<file path="src/rtl/mem_stage_v2_if.sv">
`default_nettype none
// ============================================================================
// Module      : mem_stage_v2_if
// Description : E->M->W handshake bundle plus data-SRAM response and
//               M->D forwarding signals for the memory-access stage.
// Revision    : 1.0 - initial release
// ============================================================================
interface mem_stage_v2_if #(
    parameter int DATA_W = 32,
    parameter int REG_AW = 5
);
    logic              W_allowin;
    logic              M_allowin;
    logic              EM_valid;
    logic [DATA_W-1:0] em_pc;
    logic [DATA_W-1:0] em_alu_result;
    logic              em_gr_we;
    logic [REG_AW-1:0] em_dest;
    logic              em_mem_req;
    logic [2:0]        em_ld_op;
    logic [DATA_W-1:0] data_rdata;
    logic              data_data_ok;
    logic              MW_valid;
    logic [DATA_W-1:0] mw_pc;
    logic [DATA_W-1:0] mw_result;
    logic              mw_gr_we;
    logic [REG_AW-1:0] mw_dest;
    logic [REG_AW-1:0] md_for_dest;
    logic [DATA_W-1:0] md_for_data;
    logic              md_for_stall;

    // Environment side: upstream E, downstream W and the data SRAM
    modport master (
        output W_allowin, EM_valid, em_pc, em_alu_result, em_gr_we, em_dest,
               em_mem_req, em_ld_op, data_rdata, data_data_ok,
        input  M_allowin, MW_valid, mw_pc, mw_result, mw_gr_we, mw_dest,
               md_for_dest, md_for_data, md_for_stall
    );

    // The memory stage itself
    modport slave (
        input  W_allowin, EM_valid, em_pc, em_alu_result, em_gr_we, em_dest,
               em_mem_req, em_ld_op, data_rdata, data_data_ok,
        output M_allowin, MW_valid, mw_pc, mw_result, mw_gr_we, mw_dest,
               md_for_dest, md_for_data, md_for_stall
    );
endinterface
`default_nettype wire

</file>
<file path="src/rtl/mem_stage_v2.sv">
`default_nettype none
// ============================================================================
// Module      : mem_stage_v2
// Description : Memory-access pipeline stage. Waits for variable-latency
//               data-SRAM responses, buffers them while W is stalled,
//               extracts/extends load data and drives forwarding/stall
//               information back to Decode.
// Revision    : 1.0 - initial release
// ============================================================================
module mem_stage_v2 #(
    parameter int DATA_W = 32,
    parameter int REG_AW = 5
) (
    input  wire logic        clk,
    input  wire logic        rst,
    mem_stage_v2_if.slave    bus
);
    localparam int OFS_W = $clog2(DATA_W / 8);

    localparam logic [2:0] c_OP_LB  = 3'd1;
    localparam logic [2:0] c_OP_LBU = 3'd2;
    localparam logic [2:0] c_OP_LH  = 3'd3;
    localparam logic [2:0] c_OP_LHU = 3'd4;

    logic              r_valid;
    logic [DATA_W-1:0] r_pc;
    logic [DATA_W-1:0] r_alu;
    logic              r_gr_we;
    logic [REG_AW-1:0] r_dest;
    logic              r_mem_req;
    logic [2:0]        r_ld_op;
    logic              r_got;
    logic [DATA_W-1:0] r_rbuf;

    logic              w_ready_go;
    logic              w_allowin;
    logic              w_leave;
    logic [DATA_W-1:0] w_raw;
    logic [OFS_W-1:0]  w_off;
    logic [7:0]        w_byte;
    logic [15:0]       w_half;
    logic [DATA_W-1:0] w_ext;
    logic [DATA_W-1:0] w_final;

    // A memory instruction may leave once its response is buffered or arriving now
    assign w_ready_go = !r_mem_req || r_got || bus.data_data_ok;
    assign w_allowin  = !r_valid || (w_ready_go && bus.W_allowin);
    assign w_leave    = r_valid && w_ready_go && bus.W_allowin;

    // Pipeline register: valid follows E whenever we accept, fields only on real capture
    always_ff @(posedge clk or posedge rst) begin
        if (rst) begin
            r_valid   <= 1'b0;
            r_pc      <= '0;
            r_alu     <= '0;
            r_gr_we   <= 1'b0;
            r_dest    <= '0;
            r_mem_req <= 1'b0;
            r_ld_op   <= '0;
        end else begin
            if (w_allowin) begin
                r_valid <= bus.EM_valid;
            end
            if (bus.EM_valid && w_allowin) begin
                r_pc      <= bus.em_pc;
                r_alu     <= bus.em_alu_result;
                r_gr_we   <= bus.em_gr_we;
                r_dest    <= bus.em_dest;
                r_mem_req <= bus.em_mem_req;
                r_ld_op   <= bus.em_ld_op;
            end
        end
    end

    // Response buffer: hold a strobe that cannot be consumed this cycle; drop strays
    always_ff @(posedge clk or posedge rst) begin
        if (rst) begin
            r_got  <= 1'b0;
            r_rbuf <= '0;
        end else if (w_leave) begin
            r_got <= 1'b0;
        end else if (bus.data_data_ok && r_valid && r_mem_req && !r_got) begin
            r_got  <= 1'b1;
            r_rbuf <= bus.data_rdata;
        end
    end

    // Lane selection; the halfword ignores offset bit 0 since misalignment traps upstream
    assign w_raw  = r_got ? r_rbuf : bus.data_rdata;
    assign w_off  = r_alu[OFS_W-1:0];
    assign w_byte = w_raw[{w_off, 3'b000} +: 8];
    assign w_half = w_raw[{w_off[OFS_W-1:1], 4'b0000} +: 16];

    // Load extension by type; unknown encodings behave as a full-width load
    always_comb begin
        w_ext = w_raw;
        case (r_ld_op)
            c_OP_LB:  w_ext = {{(DATA_W-8){w_byte[7]}}, w_byte};
            c_OP_LBU: w_ext = {{(DATA_W-8){1'b0}}, w_byte};
            c_OP_LH:  w_ext = {{(DATA_W-16){w_half[15]}}, w_half};
            c_OP_LHU: w_ext = {{(DATA_W-16){1'b0}}, w_half};
            default:  w_ext = w_raw;
        endcase
    end

    assign w_final = r_mem_req ? w_ext : r_alu;

    assign bus.M_allowin    = w_allowin;
    assign bus.MW_valid     = r_valid && w_ready_go;
    assign bus.mw_pc        = r_pc;
    assign bus.mw_result    = w_final;
    assign bus.mw_gr_we     = r_gr_we;
    assign bus.mw_dest      = r_dest;
    assign bus.md_for_dest  = r_dest & {REG_AW{r_valid && r_gr_we}};
    assign bus.md_for_data  = w_final;
    assign bus.md_for_stall = r_valid && r_mem_req && !r_got && !bus.data_data_ok;

endmodule
`default_nettype wire

</file>
<file path="src/flat_wrapper.sv">
// flat-port wrapper written by rule: the top's interface ports become plain ports
module mem_stage_v2_flat 
#(
    parameter int DATA_W = 32,
    parameter int REG_AW = 5
)
  (clk, rst, bus_W_allowin, bus_EM_valid, bus_em_pc, bus_em_alu_result, bus_em_gr_we, bus_em_dest, bus_em_mem_req, bus_em_ld_op, bus_data_rdata, bus_data_data_ok, bus_M_allowin, bus_MW_valid, bus_mw_pc, bus_mw_result, bus_mw_gr_we, bus_mw_dest, bus_md_for_dest, bus_md_for_data, bus_md_for_stall);
  mem_stage_v2_if #(.DATA_W(DATA_W), .REG_AW(REG_AW)) bus_i ();
  input  wire logic clk;
  input  wire logic rst;
  input wire logic [$bits(bus_i.W_allowin)-1:0] bus_W_allowin;
  input wire logic [$bits(bus_i.EM_valid)-1:0] bus_EM_valid;
  input wire logic [$bits(bus_i.em_pc)-1:0] bus_em_pc;
  input wire logic [$bits(bus_i.em_alu_result)-1:0] bus_em_alu_result;
  input wire logic [$bits(bus_i.em_gr_we)-1:0] bus_em_gr_we;
  input wire logic [$bits(bus_i.em_dest)-1:0] bus_em_dest;
  input wire logic [$bits(bus_i.em_mem_req)-1:0] bus_em_mem_req;
  input wire logic [$bits(bus_i.em_ld_op)-1:0] bus_em_ld_op;
  input wire logic [$bits(bus_i.data_rdata)-1:0] bus_data_rdata;
  input wire logic [$bits(bus_i.data_data_ok)-1:0] bus_data_data_ok;
  output wire logic [$bits(bus_i.M_allowin)-1:0] bus_M_allowin;
  output wire logic [$bits(bus_i.MW_valid)-1:0] bus_MW_valid;
  output wire logic [$bits(bus_i.mw_pc)-1:0] bus_mw_pc;
  output wire logic [$bits(bus_i.mw_result)-1:0] bus_mw_result;
  output wire logic [$bits(bus_i.mw_gr_we)-1:0] bus_mw_gr_we;
  output wire logic [$bits(bus_i.mw_dest)-1:0] bus_mw_dest;
  output wire logic [$bits(bus_i.md_for_dest)-1:0] bus_md_for_dest;
  output wire logic [$bits(bus_i.md_for_data)-1:0] bus_md_for_data;
  output wire logic [$bits(bus_i.md_for_stall)-1:0] bus_md_for_stall;
  assign bus_i.W_allowin = bus_W_allowin;
  assign bus_i.EM_valid = bus_EM_valid;
  assign bus_i.em_pc = bus_em_pc;
  assign bus_i.em_alu_result = bus_em_alu_result;
  assign bus_i.em_gr_we = bus_em_gr_we;
  assign bus_i.em_dest = bus_em_dest;
  assign bus_i.em_mem_req = bus_em_mem_req;
  assign bus_i.em_ld_op = bus_em_ld_op;
  assign bus_i.data_rdata = bus_data_rdata;
  assign bus_i.data_data_ok = bus_data_data_ok;
  assign bus_M_allowin = bus_i.M_allowin;
  assign bus_MW_valid = bus_i.MW_valid;
  assign bus_mw_pc = bus_i.mw_pc;
  assign bus_mw_result = bus_i.mw_result;
  assign bus_mw_gr_we = bus_i.mw_gr_we;
  assign bus_mw_dest = bus_i.mw_dest;
  assign bus_md_for_dest = bus_i.md_for_dest;
  assign bus_md_for_data = bus_i.md_for_data;
  assign bus_md_for_stall = bus_i.md_for_stall;
  mem_stage_v2 #(.DATA_W(DATA_W), .REG_AW(REG_AW)) u_core (.clk(clk), .rst(rst), .bus(bus_i));
endmodule
</file>
<file path="config.mk">
export PLATFORM = sky130hd
export DESIGN_NAME = mem_stage_v2_flat
export DESIGN_NICKNAME = d
export VERILOG_FILES = /design/src/rtl/mem_stage_v2_if.sv /design/src/rtl/mem_stage_v2.sv /design/src/flat_wrapper.sv
export SDC_FILE = /design/constraint.sdc
export NUM_CORES = 1
export LEC_CHECK = 0
export BUFFER_PORTS_ARGS = -buffer_cell sky130_fd_sc_hd__buf_2
export CORE_UTILIZATION = 50
export CTS_CLUSTER_SIZE = 14
export DETAILED_ROUTE_END_ITERATION = 8
export GPL_ROUTABILITY_DRIVEN = 1
export PLACE_DENSITY = 0.85
export SLEW_MARGIN = 20
export SYNTH_ARGS = -nofsm -noshare
export SYNTH_HDL_FRONTEND = slang
export SYNTH_SLANG_ARGS = --single-unit
</file>
<file path="constraint.sdc">
create_clock -name clk -period 4.2 [get_ports clk]
set_input_delay 0.63 -clock clk [delete_from_list [all_inputs] [get_ports clk]]
set_output_delay 0.63 -clock clk [all_outputs]
set_load 0.01 [all_outputs]
</file>
==> results of run 1 <==
## cell families (layout without fill, tap and decap cells)
group                     count (synthesis)  after routing  synth area share [%]
AOI/OAI and AO/OA                        71             71                  9.61
xor gates and xnor gates                  2              2                 0.302
buffers and inverters                    68            243                  8.04
DFF                                     108            108                  46.6
muxes                                   147            147                  28.6
other                                     0              2                     0
and+or+nand+nor                          89             89                  6.90
## sequential cells by signal, indices dropped and copies added, names as in the netlist
signal / cells
u_core.bus.mw_pc: 32
u_core.r_alu: 32
u_core.r_rbuf: 32
u_core.bus.mw_dest: 5
u_core.r_ld_op: 3
u_core.bus.mw_gr_we: 1
u_core.r_got: 1
u_core.r_mem_req: 1
u_core.r_valid: 1
## cell usage after synthesis (2+ instances only)
cell / n / area (µm²)
mux2i_1: 24 / 240
nor2_1: 52 / 195
nand2b_1: 3 / 18.8
inv_1: 3 / 11.3
o211a_1: 2 / 20.0
o22a_1: 14 / 123
o211ai_1: 2 / 15.0
a22o_1: 2 / 17.5
a41oi_1: 2 / 17.5
a21oi_1: 18 / 90.1
buf_6: 6 / 67.6
buf_1: 2 / 7.51
and2_1: 3 / 18.8
mux2_2: 110 / 1240
nand3_1: 2 / 10.0
buf_2: 4 / 20.0
o21a_1: 2 / 15.0
buf_4: 43 / 323
and3_1: 5 / 31.3
a21o_1: 2 / 15.0
nor3_1: 2 / 10.0
o22ai_1: 2 / 12.5
dfrtp_1: 108 / 2700
clkbuf_1: 10 / 37.5
nor2b_1: 4 / 25.0
nand2_1: 14 / 52.6
mux4_2: 3 / 67.6
o21ai_0: 6 / 30.0
mux2_1: 10 / 113
a211oi_1: 2 / 15.0
a221oi_2: 5 / 75.1
a222oi_1: 2 / 20.0
## metrics by stage
step,area [µm²],worst slack (ns)
2_1_floorplan,5800,0.724
3_3_place_gp,6670,1.05
3_5_place_dp,6670,0.979
4_1_cts,7000,0.611
5_1_grt,7000,0.356
6_report,7010,0.593
## power by group through the flow
stage | logic, mW | clock network [mW] | registers (mW)
2_1_floorplan | 1.34 | 0 | 1.53
3_3_place_gp | 1.67 | 0 | 1.59
3_5_place_dp | 1.71 | 0 | 1.62
4_1_cts | 1.72 | 0.925 | 1.60
5_1_grt | 1.86 | 0.970 | 1.65
6_report | 1.71 | 0.918 | 1.61
## critical path, cell delays in order, from the launching register on
cell     delay, ns
dfrtp_1       1.05
mux4_2        0.41
mux2i_1       0.10
o21ai_2       0.58
a21oi_1       0.15
nor2_1        0.19
buf_2         0.15
## layout make-up
cell class              instances  area (µm²)
inverters                       3        16.3
fillers                       843        4070
diodes                          2        5.00
repair buffers                224        1130
well taps                     140         175
flip-flops and latches        108        2700
clock buffers                  11         243
multi-input cells             309        2650
clock inverters                 5        82.6
## layer usage
metal  vias to the layer above  routed length [µm]
li1                       2045                   -
met1                      2151                5980
met2                       206                7060
met3                        28                1100
met4                         0                 315
met5                         -                   0
## worst paths after layout
| kind | to | from | cells past startpoint |
|---|---|---|---|
| setup / recovery | bus_mw_result[21] | u_core.r_alu[1] | 6 |
| hold / removal | u_core.r_alu[7] | rst | 2 |
| setup reg to reg | u_core.bus.mw_pc[19] | u_core.r_mem_req | 5 |
| hold reg to reg | u_core.r_rbuf[2] | u_core.r_rbuf[2] | 1 |
| max in group asynchronous | u_core.r_alu[4] | rst | 3 |
| min in group clk | u_core.r_rbuf[2] | u_core.r_rbuf[2] | 1 |
==> results.json, run 1 <==
{
  "cts_buffer_depth": 2,
  "rsz0062_at_grt": "no",
  "antenna_found_initial": 2,
  "grt_util_met2_pct": 39.8,
  "grt_max_degree": 84,
  "track_usage_pct": 24.4,
  "cts_tree": "done",
  "hold_viol": 0,
  "die_x_um": 110,
  "drtAntennaViolNets": 0,
  "cts.repair.resized": 0,
  "p_int_mw": 2.72,
  "finalSetupTns_ns": 0,
  "max_freq_ghz": 0.277,
  "post_cts_buffers": 0,
  "skew_ns": 0.00636,
  "yosys_warnings": 0,
  "synth_area_um2": 5800,
  "power_leakage_nw": 3.31,
  "cts.sink_count": 108,
  "synth_seq_cells": 108,
  "via_count": 4430,
  "pwr-share-comb_pct": 40.4,
  "finalCritPeriodShare_pct": 85.9,
  "arrival_ns": 2.98,
  "final_cells": 802,
  "setup_violations": 0,
  "path_max_fanout": 35,
  "gp_congestion": 0.886,
  "p_per_area_nw_per_um2": 605,
  "worstSetupStartpointType": "register",
  "wire_per_inst_um": 18.0,
  "cap_viol_max_count": 0,
  "first_iter_violations": 274,
  "worst-slew-pin-transition_ns": 1.07,
  "ff2ff_setup_slack_ns": 1.36,
  "synth_ff_type": "dfrtp_1",
  "placed_cells": 784,
  "syn_area_per_cell_um2": 12.0,
  "hp-class": "in2async",
  "power.share.switching_pct": 35.9,
  "grt_use_met3_pct": 5.39,
  "grt_first_pass_wirelength_um": 21900,
  "layout-area-overhead-vs-synth_pct": 20.7,
  "core_um2": 11100,
  "cts_root_buf": "clkbuf_16",
  "grt_pass1_vias": 4371,
  "synthesis.nets": 596,
  "clk_pin_slew_ns": 0.07,
  "top_usage_layer": "met2",
  "hpwl_um": 10900,
  "slew_headroom_pct": 29.0,
  "io_buffer_count": 220,
  "seqPwrFrac_pct": 37.9,
  "cts_hold_buf": 0,
  "nets": 766,
  "drive_gt1_share_pct": 55.5,
  "ios": 221,
  "final_common_cell": "buf_2",
  "met1_usage_pct": 31.3,
  "synth_cells": 485,
  "p_sw_mw": 1.52,
  "final_util_pct": 63.2,
  "die_h_um": 110,
  "die_area_um2": 12000,
  "slew_viol_final": 0,
  "yosysSeqAreaShare_pct": 46.6,
  "insertion_delay_ns": 0.34,
  "cp-end-kind": "output pin",
  "dr.pass1.iters": 5,
  "clockPowerShare_pct": 21.7,
  "fin_crit_ns": 3.61,
  "synth_cell_type_count": 48,
  "finalPower_mw": 4.24,
  "routed_wirelength_um": 14500,
  "htreeDepth": 3,
  "synthArstFlopShare_pct": 100,
  "vdd_drop_max_v": 0.000282,
  "synth_edf_count": 0,
  "route.detailed.drc": 0,
  "layout_common_cells": "buf_2, mux2_2, dfrtp_1, nor2_1, mux2i_1",
  "status": "finished clean",
  "numCtsBuffers": 9,
  "path_class": "reg2out",
  "routed_via_density": 5.52,
  "whs_ns": 0.406,
  "start_util_pct": 52.4,
  "gr-total-overflow": 0,
  "critical_path_required_ns": 3.57,
  "rows": 38
}
Note: power is estimated with default switching activity, not from simulation.
==> run 2, diff against run 1 <==
--- a/config.mk
+++ b/config.mk
@@ -10,6 +10,7 @@
 export CTS_CLUSTER_SIZE = 14
 export DETAILED_ROUTE_END_ITERATION = 8
 export GPL_ROUTABILITY_DRIVEN = 1
+export MAX_ROUTING_LAYER = met4
 export PLACE_DENSITY = 0.85
 export SLEW_MARGIN = 20
 export SYNTH_ARGS = -nofsm -noshare
==> run 2 against run 1 <==
Sequential power about the same. Global-route usage rose by 0.73 points. Final area shrank 0.71%. Critical path depth down 1. Sequential share of layout area grew 0.28 points. Clock skew about the same. Register-to-register slack better by 0.02 ns. Clock power is 13% lower. Setup slack got worse by 0.13 ns. Hold slack gained 0.0054 ns. Total power shrank 2.8%.
==> results.json, run 2 (same netlist as run 1, synthesis figures left out) <==
{
  "path_class": "reg2out",
  "nets": 766,
  "die_area_um2": 12000,
  "die_x_um": 110,
  "slew_headroom_pct": 26.6,
  "routed_via_density": 5.53,
  "hp-class": "in2async",
  "skew_ns": 0.00588,
  "status": "finished clean",
  "worstSetupStartpointType": "register",
  "wire_per_inst_um": 18.1,
  "start_util_pct": 52.4,
  "insertion_delay_ns": 0.34,
  "worst-slew-pin-transition_ns": 1.10,
  "core_um2": 11100,
  "setup_violations": 0,
  "track_usage_pct": 25.1,
  "final_common_cell": "buf_2",
  "routed_wirelength_um": 14500,
  "cts_hold_buf": 0,
  "dr.pass1.iters": 4,
  "finalSetupTns_ns": 0,
  "ios": 221,
  "layout-area-overhead-vs-synth_pct": 19.9,
  "grt_pass1_vias": 4332,
  "power_leakage_nw": 3.28,
  "grt_first_pass_wirelength_um": 21900,
  "grt_max_degree": 81,
  "htreeDepth": 3,
  "path_cells": "mux4_2 -> nor3_1 -> a2111oi_0 -> a21oi_1 -> buf_2",
  "io_buffer_count": 220,
  "gr-total-overflow": 0,
  "die_h_um": 110,
  "gp_congestion": 0.835,
  "drtAntennaViolNets": 0,
  "via_count": 4428,
  "drive_gt1_share_pct": 55.6,
  "cts_buffer_depth": 2,
  "fin_crit_ns": 3.74,
  "hold_viol": 0,
  "hpwl_um": 10900,
  "arrival_ns": 3.11,
  "finalCritPeriodShare_pct": 89.0,
  "critPathLaunch": "u_core.r_alu[1]",
  "layout_common_cells": "buf_2, mux2_2, dfrtp_1, nor2_1, mux2i_1",
  "critical_path_required_ns": 3.57,
  "rows": 38,
  "cts_tree": "done",
  "cts.sink_count": 108,
  "cts.repair.resized": 0,
  "first_iter_violations": 298,
  "finalPower_mw": 4.12,
  "path_max_fanout": 35,
  "cap_viol_max_count": 0,
  "clk_pin_slew_ns": 0.07,
  "cts_root_buf": "clkbuf_16",
  "crit_path_top_delay_cell": "dfrtp_1",
  "cp-end-kind": "output pin",
  "rsz0062_at_grt": "no",
  "slew_viol_final": 0,
  "antenna_found_initial": 0,
  "numCtsBuffers": 9,
  "route.detailed.drc": 0,
  "post_cts_buffers": 0,
  "p_per_area_nw_per_um2": 592,
  "r2r_start": "u_core.r_mem_req",
  "vdd_drop_max_v": 0.000287,
  "critPathMaxStageDelay_ns": 1.08,
  "max_freq_ghz": 0.268
}
==> run 2: where the power goes <==
group / internal, mW / switching, mW
registers: 1.35 / 0.255
logic: 0.824 / 0.895
clock network: 0.418 / 0.378
==> run 2: per-stage QoR <==
step,utilization (%),setup WS (ns),instance area (µm²),instances,hold slack (ns)
after floorplan,-,0.724,5800,485,0.452
after global placement,60.2,1.06,6670,784,0.462
after detailed placement,60.2,0.927,6670,784,0.472
after CTS,62.8,0.529,6950,800,0.488
after global routing,62.8,0.265,6950,800,0.457
final,62.8,0.462,6960,801,0.412
==> run 2: metal layers <==
metal / global-route usage [%] / part of all wire, % / vias to the layer above
li1: - / - / 2044
met1: 33.9 / 43 / 2181
met2: 37.5 / 48 / 183
met3: 4.74 / 7.0 / 20
met4: 9.81 / 2.0 / 0
met5: - / 0 / -
==> run 2: critical path, delay by kind of cell, from the launching register on <==
kind | cells | cell delay, ns
DFF | 1 | 1.08
AOI/OAI and AO/OA | 2 | 0.94
buffers and inverters | 1 | 0.22
muxes | 1 | 0.44
and+or+nand+nor | 1 | 0.08
==> run 2: final timing paths <==
kind | end | slack (ns) | cells past startpoint
worst min register to register | u_core.r_rbuf[2] | 0.48 | 1
worst max-delay path | bus_mw_result[14] | 0.46 | 5
worst max register to register | u_core.r_alu[16] | 1.38 | 5
worst min-delay path | u_core.bus.mw_pc[21] | 0.41 | 2
max in group asynchronous | u_core.r_alu[3] | 2.95 | 3
min in group clk | u_core.r_rbuf[2] | 0.48 | 1
==> run 2: final cells by class <==
cell class,instances,area (µm²)
repair buffers,224,1130
well taps,140,175
fillers,897,4120
multi-input cells,309,2650
inverters,3,16.3
clock buffers,10,239
flip-flops and latches,108,2700
clock inverters,6,38.8
diodes,1,2.50
